`src/rtl/fault_injection_sequencer.sv`:
```
// Fault-injection campaign sequencer: walks one-hot fault sites, streams LFSR vectors into a
// golden/faulty CUT pair and reports a saturating per-site mismatch count over valid/ready.
module fault_injection_sequencer #(
  parameter int unsigned NUM_IN     = 3,
  parameter int unsigned NUM_OUT    = 2,
  parameter int unsigned NUM_FAULTS = 8,
  parameter int unsigned CUT_LAT    = 2,
  parameter int unsigned VEC_W      = 16,
  parameter int unsigned CNT_W      = 16,
  localparam int unsigned SITE_W    = (NUM_FAULTS > 1) ? $clog2(NUM_FAULTS) : 1
) (
  input  logic                  clk,
  input  logic                  rst,
  input  logic                  start,
  input  logic                  abort,
  input  logic [VEC_W-1:0]      vectors_per_site,
  input  logic [15:0]           lfsr_seed,
  output logic [NUM_IN-1:0]     cut_in,
  input  logic [NUM_OUT-1:0]    golden_out,
  input  logic [NUM_OUT-1:0]    faulty_out,
  output logic [NUM_FAULTS-1:0] fault_en,
  output logic                  busy,
  output logic                  done,
  output logic                  res_valid,
  input  logic                  res_ready,
  output logic [SITE_W-1:0]     res_site,
  output logic [CNT_W-1:0]      res_count
);

  localparam int unsigned DRAIN_W = $clog2(CUT_LAT + 1);

  typedef enum logic [2:0] {StIdle, StSetup, StIssue, StDrain, StReport, StDone} state_e;

  state_e               state_q, state_d;
  logic [SITE_W-1:0]    site_q, site_d;
  logic [VEC_W-1:0]     n_q, n_d;
  logic [VEC_W-1:0]     idx_q, idx_d;
  logic [15:0]          seed_q, seed_d;
  logic [15:0]          lfsr_q, lfsr_d;
  logic [DRAIN_W-1:0]   drain_q, drain_d;
  logic [CNT_W-1:0]     cnt_q, cnt_d;
  logic [CUT_LAT-1:0]   pipe_q, pipe_d;
  logic                 issue;

  always_ff @(posedge clk or posedge rst) begin
    if (rst) begin
      state_q <= StIdle;
      site_q  <= '0;
      n_q     <= '0;
      idx_q   <= '0;
      seed_q  <= '0;
      lfsr_q  <= '0;
      drain_q <= '0;
      cnt_q   <= '0;
      pipe_q  <= '0;
    end else begin
      state_q <= state_d;
      site_q  <= site_d;
      n_q     <= n_d;
      idx_q   <= idx_d;
      seed_q  <= seed_d;
      lfsr_q  <= lfsr_d;
      drain_q <= drain_d;
      cnt_q   <= cnt_d;
      pipe_q  <= pipe_d;
    end
  end

  always_comb begin
    state_d = state_q;
    site_d  = site_q;
    n_d     = n_q;
    idx_d   = idx_q;
    seed_d  = seed_q;
    lfsr_d  = lfsr_q;
    drain_d = drain_q;
    cnt_d   = cnt_q;
    issue   = 1'b0;

    // The delay-line head marks a cycle whose CUT outputs belong to an issued vector.
    if (pipe_q[CUT_LAT-1] && (golden_out != faulty_out) && (cnt_q != '1)) begin
      cnt_d = cnt_q + CNT_W'(1);
    end

    unique case (state_q)
      StIdle: begin
        site_d = '0;
        if (start) begin
          n_d     = (vectors_per_site == '0) ? VEC_W'(1) : vectors_per_site;
          seed_d  = (lfsr_seed == 16'h0000) ? 16'h0001 : lfsr_seed;
          state_d = StSetup;
        end
      end
      StSetup: begin
        lfsr_d  = seed_q;
        cnt_d   = '0;
        idx_d   = '0;
        drain_d = '0;
        state_d = StIssue;
      end
      StIssue: begin
        issue  = 1'b1;
        lfsr_d = {lfsr_q[14:0], lfsr_q[15] ^ lfsr_q[13] ^ lfsr_q[12] ^ lfsr_q[10]};
        idx_d  = idx_q + VEC_W'(1);
        if (idx_q == n_q - VEC_W'(1)) state_d = StDrain;
      end
      StDrain: begin
        drain_d = drain_q + DRAIN_W'(1);
        if (drain_q == DRAIN_W'(CUT_LAT - 1)) state_d = StReport;
      end
      StReport: begin
        if (res_ready) begin
          if (site_q == SITE_W'(NUM_FAULTS - 1)) begin
            state_d = StDone;
          end else begin
            site_d  = site_q + SITE_W'(1);
            state_d = StSetup;
          end
        end
      end
      StDone:  state_d = StIdle;
      default: state_d = StIdle;
    endcase

    pipe_d    = '0;
    pipe_d[0] = issue;
    for (int i = 1; i < CUT_LAT; i++) pipe_d[i] = pipe_q[i-1];

    if (abort && (state_q != StIdle)) begin
      state_d = StIdle;
      pipe_d  = '0;
    end
  end

  always_comb begin
    busy      = (state_q != StIdle);
    done      = (state_q == StDone);
    res_valid = (state_q == StReport);
    res_site  = site_q;
    res_count = cnt_q;
    cut_in    = (state_q == StIssue) ? lfsr_q[NUM_IN-1:0] : '0;
    fault_en  = '0;
    if (state_q == StSetup || state_q == StIssue || state_q == StDrain) begin
      fault_en = NUM_FAULTS'(1) << site_q;
    end
  end

endmodule
```
`config.mk`:
```
export PLATFORM = sky130hd
export DESIGN_NAME = fault_injection_sequencer
export DESIGN_NICKNAME = d
export VERILOG_FILES = /design/src/rtl/fault_injection_sequencer.sv
export SDC_FILE = /design/constraint.sdc
export NUM_CORES = 1
export LEC_CHECK = 0
export BUFFER_PORTS_ARGS = -buffer_cell sky130_fd_sc_hd__buf_2
export CAP_MARGIN = 25
export CORE_ASPECT_RATIO = 0.8
export CORE_MARGIN = 2
export CORE_UTILIZATION = 45
export CTS_CLUSTER_SIZE = 16
export DETAILED_ROUTE_END_ITERATION = 16
export GPL_ROUTABILITY_DRIVEN = 0
export GPL_TIMING_DRIVEN = 0
export PLACE_DENSITY = 0.77
export SYNTH_ARGS = -nofsm -noshare
export SYNTH_HDL_FRONTEND = slang
export SYNTH_SLANG_ARGS = --single-unit
```
`constraint.sdc`:
```
create_clock -name clk -period 3.6 [get_ports clk]
set_input_delay 0.72 -clock clk [delete_from_list [all_inputs] [get_ports clk]]
set_output_delay 0.72 -clock clk [all_outputs]
set_load 0.02 [all_outputs]
```
Yosys cells after proc, flatten, opt, wreduce, memory -nomap -nowiden --
Cells that the tools add are included.
Storage, ports and cells: register bits 90, logic and storage cells 71, bits of input ports 41, output and inout port bits 33
Cells by class: bitwise operators 3, reductions and logical operators 16, shift-type cells 1, $add $sub $neg 5, eq/ne operators 16, muxes and demuxes 21
Operators by type and width (number):
- two-way mux 16 bit | 4
- case mux 16 bit (2 select lines) | 2
- adder 16 x 1 -> 16 bit, second input constant | 2
- zero test 16 bit | 2
- two-way mux 3 bit | 9
- equality test 16 bit | 1
- != test 16 bit, second input constant | 1
- subtractor 16 x 1 -> 16 bit, second input constant | 1
- case mux 3 bit (5 select lines) | 1
- equality test 3 bit, second input constant | 3
- != test 3 bit, second input constant | 3
- two-way mux 8 bit | 1
- nonzero test 2 bit | 4
- << shifter 1 x 3 -> 8 bit, first input constant | 1
- equality test 3 x 2 -> 1 bit, second input constant | 2
- case mux 3 bit (2 select lines) | 1
- case mux 2 bit (2 select lines) | 1
- AND reduction 4 bit | 1
- adder 3 x 1 -> 3 bit, second input constant | 1
- equality test 3 x 1 -> 1 bit, second input constant | 1
- logical AND 1 bit | 3
- zero test 3 bit | 1
- != test 3 x 1 -> 1 bit, second input constant | 1
- AND reduction 3 bit | 1
- 11 further kinds | 14

Logic depth before layout (Yosys ltp) --
Gate-level depths: netlist (run 1).
depth in word-level cells 5, mapped depth 9, depth with buffers taken out 8

Least setup slack after synthesis (run 1) --
No wires, ideal clock.
path kind reg-to-reg, start register n_q[0], end register state_q[0], setup slack 1384 ps, setup time 92 ps, period minus slack after synthesis 2216 ps, buffers on the path 1, required time 3508 ps, cell stages (with the launch flop) 10, arrival 2124 ps, path through dfrtp_1 > buf_6 > inv_1 > ha_1 > nor3b_2 > nand3_2 > or3b_1 > a211oi_1 > nor3_1 > o31ai_2
On the way: cells in the longest elaborated chain, start to end 4
Ends and longest elaborated chain:
- from (decl) | line 36 | logic [VEC_W-1:0] n_q, n_d;
- from (signal assigned) | line 59 | n_q <= n_d;
- subtractor 16 x 1 -> 16 bit | line 105 | if (idx_q == n_q - VEC_W'(1)) state_d = StDrain;
- equality test 16 bit | line 105
- != test 3 bit (no source line)
- AND reduction 4 bit (no source line)
- to (signal assigned) | line 47 | state_q <= StIdle;
- to (signal assigned) | line 57 | state_q <= state_d;
- to (decl) | line 34 | state_e state_q, state_d;
No other way between the ends. A chain may end at the register's enable or synchronous reset.

Final worst setup path (run 1) --
start register state_q[0], end output cut_in[1]
On the way: cells in the longest elaborated chain, start to end 2
Ends and longest elaborated chain:
- equality test 3 x 2 -> 1 bit | line 141 | cut_in = (state_q == StIssue) ? lfsr_q[NUM_IN-1:0] : '0;
- two-way mux 3 bit | line 141
- to (decl) | line 18 | output logic [NUM_IN-1:0] cut_in,
No other way between the ends.

==> run summary, run 1 <==
Outcome -> finished clean
Final Max Slew Viols -> 0
# diodes -> 0
DRC -> 0
Post_cts resized -> 0
Core area -> 10300 um^2
Initial core utilization -> 46.5%
CP peak stage delay -> 370 ps
Reg2Reg Launch Point -> n_q[0]
Worst vdd ir -> 435 uV
Worst path cell trace -> clkbuf_1 -> nor3b_1 -> clkbuf_1 -> and2_1 -> buf_2
Slew margin rel. -> 56.9%
RSZ-0062 raised after global routing -> false
P&R area growth vs syn -> 18.9%
Most common cell in the netlist -> dfrtp_1
Power per standard cell area -> 714 nW/um^2
Vias/cell -> 5.62
DRT Wirelength -> 11000 um
Type of the most critical hold path -> input port to asynchronous set/reset pin
Fillers -> 881
Max Fclk -> 0.365 GHz
RR Endpoint -> state_q[0]
Gr usage total -> 20.1%
Total gr overflow -> 0
Distinct cells, synth -> 58
Worst Setup Start Kind -> flip-flop
HPWL after DPL -> 8050 um
Synth Instances -> 479
Post-cts hold buffer count -> 0
Initial antenna violation count -> 0
Crit path capture type -> output pin
Via count -> 3985
Leak pwr -> 2.54 nW
Synthesized cell area -> 4780 um^2
Syn Area/Cell -> 9.98 um^2
First-pass GRT wire length -> 18400 um
Place WS -> 1000 ps
Cell count along the critical path -> 5
Setup CP Type -> flip-flop to output pin
FF-to-FF path depth -> 9
Sequential area share after synthesis -> 47.1%
Ys async rst share -> 100%
Total Power -> 4.06 mW
DR WL/cell -> 15.6 um
Final setup vio count -> 0
Chip height -> 96.2 um
IO Port Bufs -> 73
Post-synth EDFFs -> 0
DR iter-0 viols -> 246
Reg-to-reg slack, setup -> 930 ps
Area share of the largest cell type after synthesis -> 47.1%
Final Hold Fails -> 0
Worst slew pin tran -> 642 ps
Clock root buffer -> clkbuf_16
Pin count of the biggest net entering global routing -> 77
Worst EP arrival -> 2020 ps
Top delay family on crit path -> buffers and inverters
Worst setup path endpoint -> cut_in[1]
Max Cap Viol -> 0
Clk buf depth -> 2
Clock Sinks -> 90
Yosys reg bits -> 90
PnR worst setup slack -> 863 ps
Req. time, crit path -> 2880 ps
Start point of the critical path -> state_q[0]
TritonCTS clock tree -> yes
Crit-path slowest cell -> clkbuf_1
Max H-tree Level -> 3
Largest cells by area after synthesis -> dfrtp_1 (47%), mux2_2 (7.1%), nand2_1 (4.1%)
DIE AREA -> 11500 um^2
Skew-Pair Late Insertion Delay -> 340 ps
Crit path buffers/inverters -> 3
# Post-CTS Setup Buffers -> 0
Vias in the first global route -> 3847
Num rows -> 33
Fin nets -> 615
Mapped Nets -> 530
Chip Width -> 119 um
Top FF cell, synth -> dfrtp_1
Remaining antenna violation count -> 0
Crit path max fanout -> 10
Ports -> 74
Share of layout cells above drive strength 1 -> 23.7%
Synth area leader -> dfrtp_1
Crit path time final -> 2740 ps
CTS buffer count -> 9
DR pass1 iterations -> 5
Layout Skew -> 9.74 ps
Register clock-pin slew on the reported worst setup and hold paths -> 60 ps
Final Cycle Share -> 76.0%
CP most frequent cell -> clkbuf_1
Synth warnings -> 0
Post-synth top cells -> dfrtp_1 (90), nand2_1 (52), nor2_1 (35), mux2_2 (30)
Layout Utilization -> 55.3%
[worst reg2reg max path: stages, from the launching register on]
cell       delay [ps]
dfrtp_1           370
buf_6             130
inv_1              50
ha_1              280
nor3b_2           490
nand4_1           160
a2111oi_0         460
and4bb_1          260
o2111ai_1         140
o31ai_2           240
[layout make-up]
type | count | area [um^2] | area share, %
clock inverter | 6 | 93.8 | 1.65
multi-input combinational | 353 | 2370 | 41.8
clock buffer | 10 | 239 | 4.21
sequential | 90 | 2250 | 39.6
timing repair buffer | 74 | 393 | 6.91
buffer | 23 | 104 | 1.83
tap | 140 | 175 | 3.08
inverter | 13 | 51.3 | 0.903
[state kept, by name, summed over array words and instances, names as in the netlist]
| register | cells |
|---|---|
| lfsr_q | 16 |
| idx_q | 16 |
| state_q | 3 |
| n_q | 16 |
| seed_q | 16 |
| res_count | 16 |
| res_site | 3 |
| drain_q | 2 |
| pipe_q | 2 |
[layout by cell type, fill, tap and decap left out, types with 3 or more instances in the layout]
cell type,instances
dfrtp_1,90
buf_2,75
nand2_1,52
nor2_1,35
mux2_2,30
o21ai_0,21
xnor2_1,21
nand3_1,20
clkbuf_1,15
nor4_1,13
a22oi_1,13
inv_1,12
a21oi_1,12
xor2_1,11
nand4_1,10
ha_1,10
and3_1,9
clkbuf_16,9
nor3_1,8
and2_1,8
nand2b_1,7
or3_1,6
a211oi_1,5
buf_1,4
o211ai_1,4
o31ai_1,4
mux2i_1,4
or2_2,3
nand3b_1,3
nand4b_1,3
a31oi_1,3
a221o_1,3
inv_6,3
[logic make-up after synthesis]
| kind of cell | share of synthesized area (%) |
|---|---|
| and+or+nand+nor | 21.2 |
| DFF | 47.1 |
| muxes | 7.91 |
| buffers and inverters | 3.19 |
| adders and majority gates | 2.62 |
| AOI/OAI and AO/OA | 12.1 |
| xor gates and xnor gates | 5.86 |
[per-layer routing]
| metal | vias up | routed length, um | track usage (%) |
|---|---|---|---|
| met5 | - | 0 | 0 |
| met4 | 0 | 99 | 5.85 |
| met3 | 12 | 680 | 5.15 |
| met2 | 134 | 5200 | 32.6 |
| met1 | 1943 | 5050 | 27.0 |
| li1 | 1896 | - | - |
[power by group]
part	leakage, nW	internal (mW)	total [mW]	switching [mW]
registers	1.15	1.33	1.60	0.276
logic	1.23	0.637	1.41	0.778
clock network	0.160	0.635	1.04	0.407
[stage by stage]
step                TNS (ps)  cells  hold slack [ps]  cell area (um^2)
floorplan                  0    479              446              4780
global placement      -37380    692              460              5320
detailed placement         0    693              466              5350
CTS                        0    709              305              5680
global route               0    709              308              5680
finish                     0    709              312              5680
[how the worst min path moves through the flow]
stage / end / depth (start not counted)
2_1_floorplan: lfsr_q[11] / 2
3_3_place_gp: lfsr_q[9] / 2
3_5_place_dp: lfsr_q[11] / 2
4_1_cts: res_site[2] / 2
5_1_grt: res_site[2] / 2
6_report: res_site[2] / 2
Power figures use the tool's default switching activity.
==> run 2: changes to the inputs <==
PLACE_DENSITY = 0.79   (was 0.77)
clock period = 2.3 ns   (was 3.6 ns; I/O delays follow)
==> run summary, run 2 (synthesis results as in run 1) <==
Reg area -> 2250 um^2 (about the same)
Pin count of the biggest net entering global routing -> 44 (was 77)
Fillers -> 892 (was 881)
Req. time, crit path -> 2540 ps (was 2880 ps)
Total gr overflow -> 0 (unchanged)
Core area -> 10300 um^2 (unchanged)
P&R area growth vs syn -> 21.5% (was 18.9%)
Worst path cell trace -> buf_6 -> nor4_1 -> nand2_1 -> nor4_1 -> xnor2_1 -> o2111ai_2 -> o31ai_2 (was clkbuf_1 -> nor3b_1 -> clkbuf_1 -> and2_1 -> buf_2)
Gr usage total -> 19.9% (was 20.1%)
Type of the most critical hold path -> input port to asynchronous set/reset pin (unchanged)
Max Fclk -> 0.402 GHz
DRT Wirelength -> 11100 um (was 11000 um)
Final setup vio count -> 1 (was 0)
Post-cts hold buffer count -> 0 (unchanged)
CTS buffer count -> 9 (unchanged)
Outcome -> finished, violations left (was finished clean)
Max Cap Viol -> 0 (unchanged)
Layout Utilization -> 56.5% (was 55.3%)
Most frequent cells in the layout -> dfrtp_1 (89), buf_2 (76), nand2_1 (52) (was dfrtp_1 (90), buf_2 (75), nand2_1 (52))
CP most frequent cell -> nor4_1 (was clkbuf_1)
Fin nets -> 621 (was 615)
Share of layout cells above drive strength 1 -> 28.5% (was 23.7%)
Max H-tree Level -> 3 (unchanged)
Final Cycle Share -> 108%
Final Hold Fails -> 0 (unchanged)
Commonest non-fill, non-tap cell in the layout -> dfrtp_1 (unchanged)
Worst Setup Start Kind -> flip-flop (unchanged)
Crit-path slowest cell -> nor4_1 (was clkbuf_1)
DRC -> 0 (unchanged)
# diodes -> 0 (unchanged)
Placed insts -> 694 (was 693)
DR WL/cell -> 15.6 um (about the same)
Setup CP Type -> flip-flop to flip-flop (was flip-flop to output pin)
Worst slew pin tran -> 783 ps (was 642 ps)
Clk buf depth -> 2 (unchanged)
Worst EP arrival -> 2730 ps (was 2020 ps)
TritonCTS clock tree -> yes (unchanged)
Slew margin rel. -> 47.3% (was 56.9%)
DR iter-0 viols -> 316 (was 246)
Vias in the first global route -> 3840 (was 3847)
Layout Cells excl Fill -> 715 (was 709)
Vias/cell -> 5.66 (was 5.62)
Total Power -> 6.39 mW (was 4.06 mW)
Final Max Slew Viols -> 0 (unchanged)
Power per standard cell area -> 1100 nW/um^2 (was 714 nW/um^2)
HPWL after DPL -> 7800 um (was 8050 um)
Crit path capture type -> flip-flop (was output pin)
Leak pwr -> 2.59 nW (was 2.54 nW)
Crit path time final -> 2490 ps
Register clock-pin slew on the reported worst setup and hold paths -> 60 ps (about the same)
Initial antenna violation count -> 0 (unchanged)
Failing checks -> negative setup slack
Remaining antenna violation count -> 0 (unchanged)
DIE AREA -> 11500 um^2 (unchanged)
Hold_ws -> 48.9 ps (was 312 ps)
RSZ-0062 raised after global routing -> true (was false)
Chip height -> 96.2 um (unchanged)
TNS Setup -> -187 ps (was 0 ps)
Clock root buffer -> clkbuf_16 (unchanged)
Clock Sinks -> 90 (unchanged)
Multi-input gate area -> 2470 um^2 (was 2370 um^2)
Via count -> 4046 (was 3985)
Chip Width -> 119 um (unchanged)
Crit path max fanout -> 9 (was 10)
DR pass1 iterations -> 5 (unchanged)
Layout Skew -> 5.83 ps (was 9.74 ps)
PnR worst setup slack -> -187 ps (was 863 ps)
First-pass GRT wire length -> 18200 um (was 18400 um)
Initial core utilization -> 46.5% (unchanged)
Ports -> 74 (unchanged)
Skew-Pair Late Insertion Delay -> 340 ps (about the same)
IO Port Bufs -> 73 (unchanged)
Worst vdd ir -> 660 uV (was 435 uV)
Num rows -> 33 (unchanged)
CP peak stage delay -> 690 ps (was 370 ps)
run 2: timing repair:
action | 4_1_cts | 5_1_grt
setup buffers | 1 | 7
pin swaps | 2 | 6
setup endpoints to repair | 31 | 51
gates resized for setup | 13 | 24
run 2: per-layer routing:
layer | part of all wire (%) | wire (um) | track usage [%]
met3 | 5.2 | 583 | 4.03
met1 | 46 | 5140 | 26.4
met5 | 0 | 0 | 0
met2 | 48 | 5290 | 33.5
met4 | 0.99 | 110 | 5.36
run 2: worst paths after layout:
kind	startpoint	to	slack [ps]	depth (start not counted)
min	rst	res_count[11]	50	2
max in group asynchronous	rst	n_q[1]	1480	4
min in group clk	vectors_per_site[1]	n_q[1]	350	3
max reg2reg	n_q[0]	state_q[0]	-190	7
max	n_q[0]	state_q[0]	-190	7
min reg2reg	drain_q[1]	drain_q[1]	480	2
run 2: report_power, final:
| group | switching, mW | internal (mW) | leakage, nW | total, mW |
|---|---|---|---|---|
| combinational | 1.30 | 1.13 | 1.30 | 2.43 |
| clock | 0.603 | 0.795 | 0.136 | 1.40 |
| sequential | 0.483 | 2.08 | 1.15 | 2.56 |
| total | 2.38 | 4.00 | 2.59 | 6.39 |
run 2: stage by stage:
step,setup WS (ps),instance area (um^2)
6_report,-187,5810
5_1_grt,-168,5810
4_1_cts,-24.3,5690
3_5_place_dp,-271,5360
3_3_place_gp,-212,5320
2_1_floorplan,83.8,4780
run 2: final cells by class:
| cell class | count | share of cell area [%] |
|---|---|---|
| Tap cell | 140 | 3.02 |
| Inverter | 13 | 0.948 |
| Clock buffer | 13 | 4.48 |
| Buffer | 20 | 1.81 |
| Clock inverter | 3 | 0.366 |
| Timing Repair Buffer | 83 | 8.02 |
| Sequential cell | 90 | 38.8 |
| Multi-Input combinational cell | 353 | 42.5 |
run 2: worst max-delay path: cells and delay by family, from the launching register on:
family / cells / cell delay, ps
flops: 1 / 370
simple gates: 3 / 1260
buf+inv: 1 / 140
compound gates: 2 / 410
xor+xnor: 1 / 200
==> run 3: changes to the inputs <==
CORE_UTILIZATION = 28   (was 45)
PLACE_DENSITY = 0.58   (was 0.79)
==> run summary, run 3 (synthesis results as in run 1) <==
Vias/cell -> 4.98 (was 5.66)
Sw power -> 2.30 mW (was 2.38 mW)
Skew-Pair Late Insertion Delay -> 340 ps (about the same)
Max Cap Viol -> 0 (unchanged)
Initial core utilization -> 28.8% (was 46.5%)
# diodes -> 0 (unchanged)
Num rows -> 42 (was 33)
Clk buf depth -> 2 (unchanged)
Commonest non-fill, non-tap cell in the layout -> dfrtp_1 (unchanged)
Reg-to-reg slack, setup -> -1 ps (was -190 ps)
Uppermost layer routed -> met4 (unchanged)
Clock share of power -> 23.6% (was 21.9%)
Crit-path slowest cell -> or4_4 (was nor4_1)
Ports -> 74 (unchanged)
DR pass1 iterations -> 5 (unchanged)
DRC -> 0 (unchanged)
Worst slew pin tran -> 786 ps (was 783 ps)
DRT met1 WL -> 5430 um (was 5140 um)
Max H-tree Level -> 3 (unchanged)
Clock Sinks -> 90 (unchanged)
Worst vdd ir -> 359 uV (was 660 uV)
Fin nets -> 617 (was 621)
Clock root buffer -> clkbuf_16 (unchanged)
Most frequent cells in the layout -> dfrtp_1 (89), buf_2 (76), nand2_1 (52) (unchanged)
HPWL after DPL -> 8670 um (was 7800 um)
Total gr overflow -> 0 (unchanged)
Req. time, crit path -> 2550 ps (was 2540 ps)
Worst EP arrival -> 2550 ps (was 2730 ps)
CP peak stage delay -> 530 ps (was 690 ps)
Pin count of the biggest net entering global routing -> 37 (was 44)
Worst path cell trace -> buf_6 -> or4_4 -> buf_6 -> nor4_2 -> and4bb_1 -> and4bb_1 -> o2111ai_1 -> o31ai_2 (was buf_6 -> nor4_1 -> nand2_1 -> nor4_1 -> xnor2_1 -> o2111ai_2 -> o31ai_2)
FF-to-FF path depth -> 8 (was 7)
CTS buffer count -> 9 (unchanged)
First-pass GRT wire length -> 19300 um (was 18200 um)
Post-cts hold buffer count -> 0 (unchanged)
Remaining antenna violation count -> 0 (unchanged)
Crit path time final -> 2300 ps (was 2490 ps)
DR WL/cell -> 14.4 um (was 15.6 um)
Share of layout cells above drive strength 1 -> 27.7% (was 28.5%)
Final Max Slew Viols -> 0 (unchanged)
Layout Skew -> 8.95 ps (was 5.83 ps)
Met3 WL post-DR -> 808 um (was 583 um)
Chip Width -> 150 um (was 119 um)
Layout Cells excl Fill -> 790 (was 715)
RR Endpoint -> state_q[0] (unchanged)
Power per standard cell area -> 1080 nW/um^2 (was 1100 nW/um^2)
Chip height -> 121 um (was 96.2 um)
Final instance area -> 5880 um^2 (was 5810 um^2)
Crit path max fanout -> 9 (unchanged)
Placed insts -> 774 (was 694)
Via count -> 3935 (was 4046)
Worst Setup Start Kind -> flip-flop (unchanged)
Crit path buffers/inverters -> 2 (was 1)
Top delay family on crit path -> simple AND/OR/NAND/NOR gates (unchanged)
Slew margin rel. -> 47.5% (was 47.3%)
Sequential share of power -> 40.5% (was 40.1%)
PnR worst setup slack -> -1.23 ps (was -187 ps)
Gr usage total -> 13.4% (was 19.9%)
TritonCTS clock tree -> yes (unchanged)
Leak pwr -> 2.59 nW (about the same)
DRT Wirelength -> 11400 um (was 11100 um)
Register clock-pin slew on the reported worst setup and hold paths -> 60 ps (about the same)
IO Port Bufs -> 73 (unchanged)
Reg2Reg Launch Point -> n_q[0] (unchanged)
Vias in the first global route -> 3930 (was 3840)
Switching Fraction -> 36.2% (was 37.3%)
Final setup vio count -> 1 (unchanged)
Fillers -> 1694 (was 892)
DIE AREA -> 18100 um^2 (was 11500 um^2)
Placement Cell Area -> 5470 um^2 (was 5360 um^2)
Setup CP Type -> flip-flop to flip-flop (unchanged)
Max Fclk -> 0.435 GHz (was 0.402 GHz)
Internal power -> 4.06 mW (was 4.00 mW)
Outcome -> finished, violations left (unchanged)
TNS Setup -> -1.23 ps (was -187 ps)
P&R area growth vs syn -> 22.9% (was 21.5%)
Routed wl met2 -> 5030 um (was 5290 um)
Core area -> 16600 um^2 (was 10300 um^2)
DR iter-0 viols -> 237 (was 316)
Type of the most critical hold path -> input port to asynchronous set/reset pin (unchanged)
Failing checks -> negative setup slack (unchanged)
Final Cycle Share -> 100% (was 108%)
Combinational power share -> 35.9% (was 38.0%)
Final Hold Fails -> 0 (unchanged)
Initial antenna violation count -> 0 (unchanged)
RSZ-0062 raised after global routing -> true (unchanged)
Crit path capture type -> flip-flop (unchanged)
run 3: cell count changes in the layout (fill, tap and decap cells not counted), sizes merged:
cell / previous run / this run
inv: 13 / 12
bufinv: 0 / 1
clkbuf: 24 / 22
clkinv: 1 / 2
buf: 92 / 88
run 3: worst max path at each step:
stage | endpoint | depth (start not counted) | from | slack [ps]
5_1_grt | state_q[0] | 9 | n_q[0] | -90
2_1_floorplan | state_q[0] | 9 | n_q[0] | 80
6_report | state_q[0] | 8 | n_q[0] | -1
3_3_place_gp | seed_q[10] | 6 | state_q[0] | -340
4_1_cts | cut_in[1] | 5 | state_q[0] | 3
3_5_place_dp | seed_q[7] | 6 | state_q[0] | -470
run 3: power by group through the flow:
stage / clock, mW / combinational, mW / sequential (mW)
finish: 1.50 / 2.29 / 2.58
global route: 1.61 / 2.57 / 2.65
CTS: 1.56 / 2.28 / 2.55
detailed placement: 0 / 2.21 / 2.54
global placement: 0 / 2.12 / 2.52
floorplan: 0 / 1.71 / 2.42
run 3: cell type report:
type                            instances  area (um^2)  share of cell area [%]
Clock buffer                           11          253                    4.30
Sequential cell                        90         2250                    38.4
Multi-Input combinational cell        353         2430                    41.4
Timing Repair Buffer                   80          450                    7.67
Buffer                                 19          106                    1.81
Tap cell                              220          275                    4.68
Inverter                               13         52.6                   0.894
Clock inverter                          4         51.3                   0.873
run 3: per-layer routing:
layer / up-vias / track usage (%)
met5: - / 0
met2: 127 / 20.7
met3: 11 / 4.32
li1: 1906 / -
met4: 0 / 3.48
met1: 1891 / 18.3
run 3: repair_timing:
| action | CTS | global route |
|---|---|---|
| endpoints found under the setup margin | 44 | 49 |
| pin swaps | 3 | 7 |
| gates resized for setup | 13 | 17 |
| setup buffers | 2 | 3 |
run 3: through the flow:
step | util (%) | setup WS [ps] | power (mW) | hold slack, ps
after floorplan | - | 83.8 | 4.13 | 446
after global placement | 32.7 | -344 | 4.64 | 458
after detailed placement | 32.9 | -470 | 4.74 | 467
after CTS | 35.1 | 2.75 | 6.38 | 266
after global routing | 35.4 | -94.9 | 6.83 | 304
final | 35.4 | -1.23 | 6.37 | 254
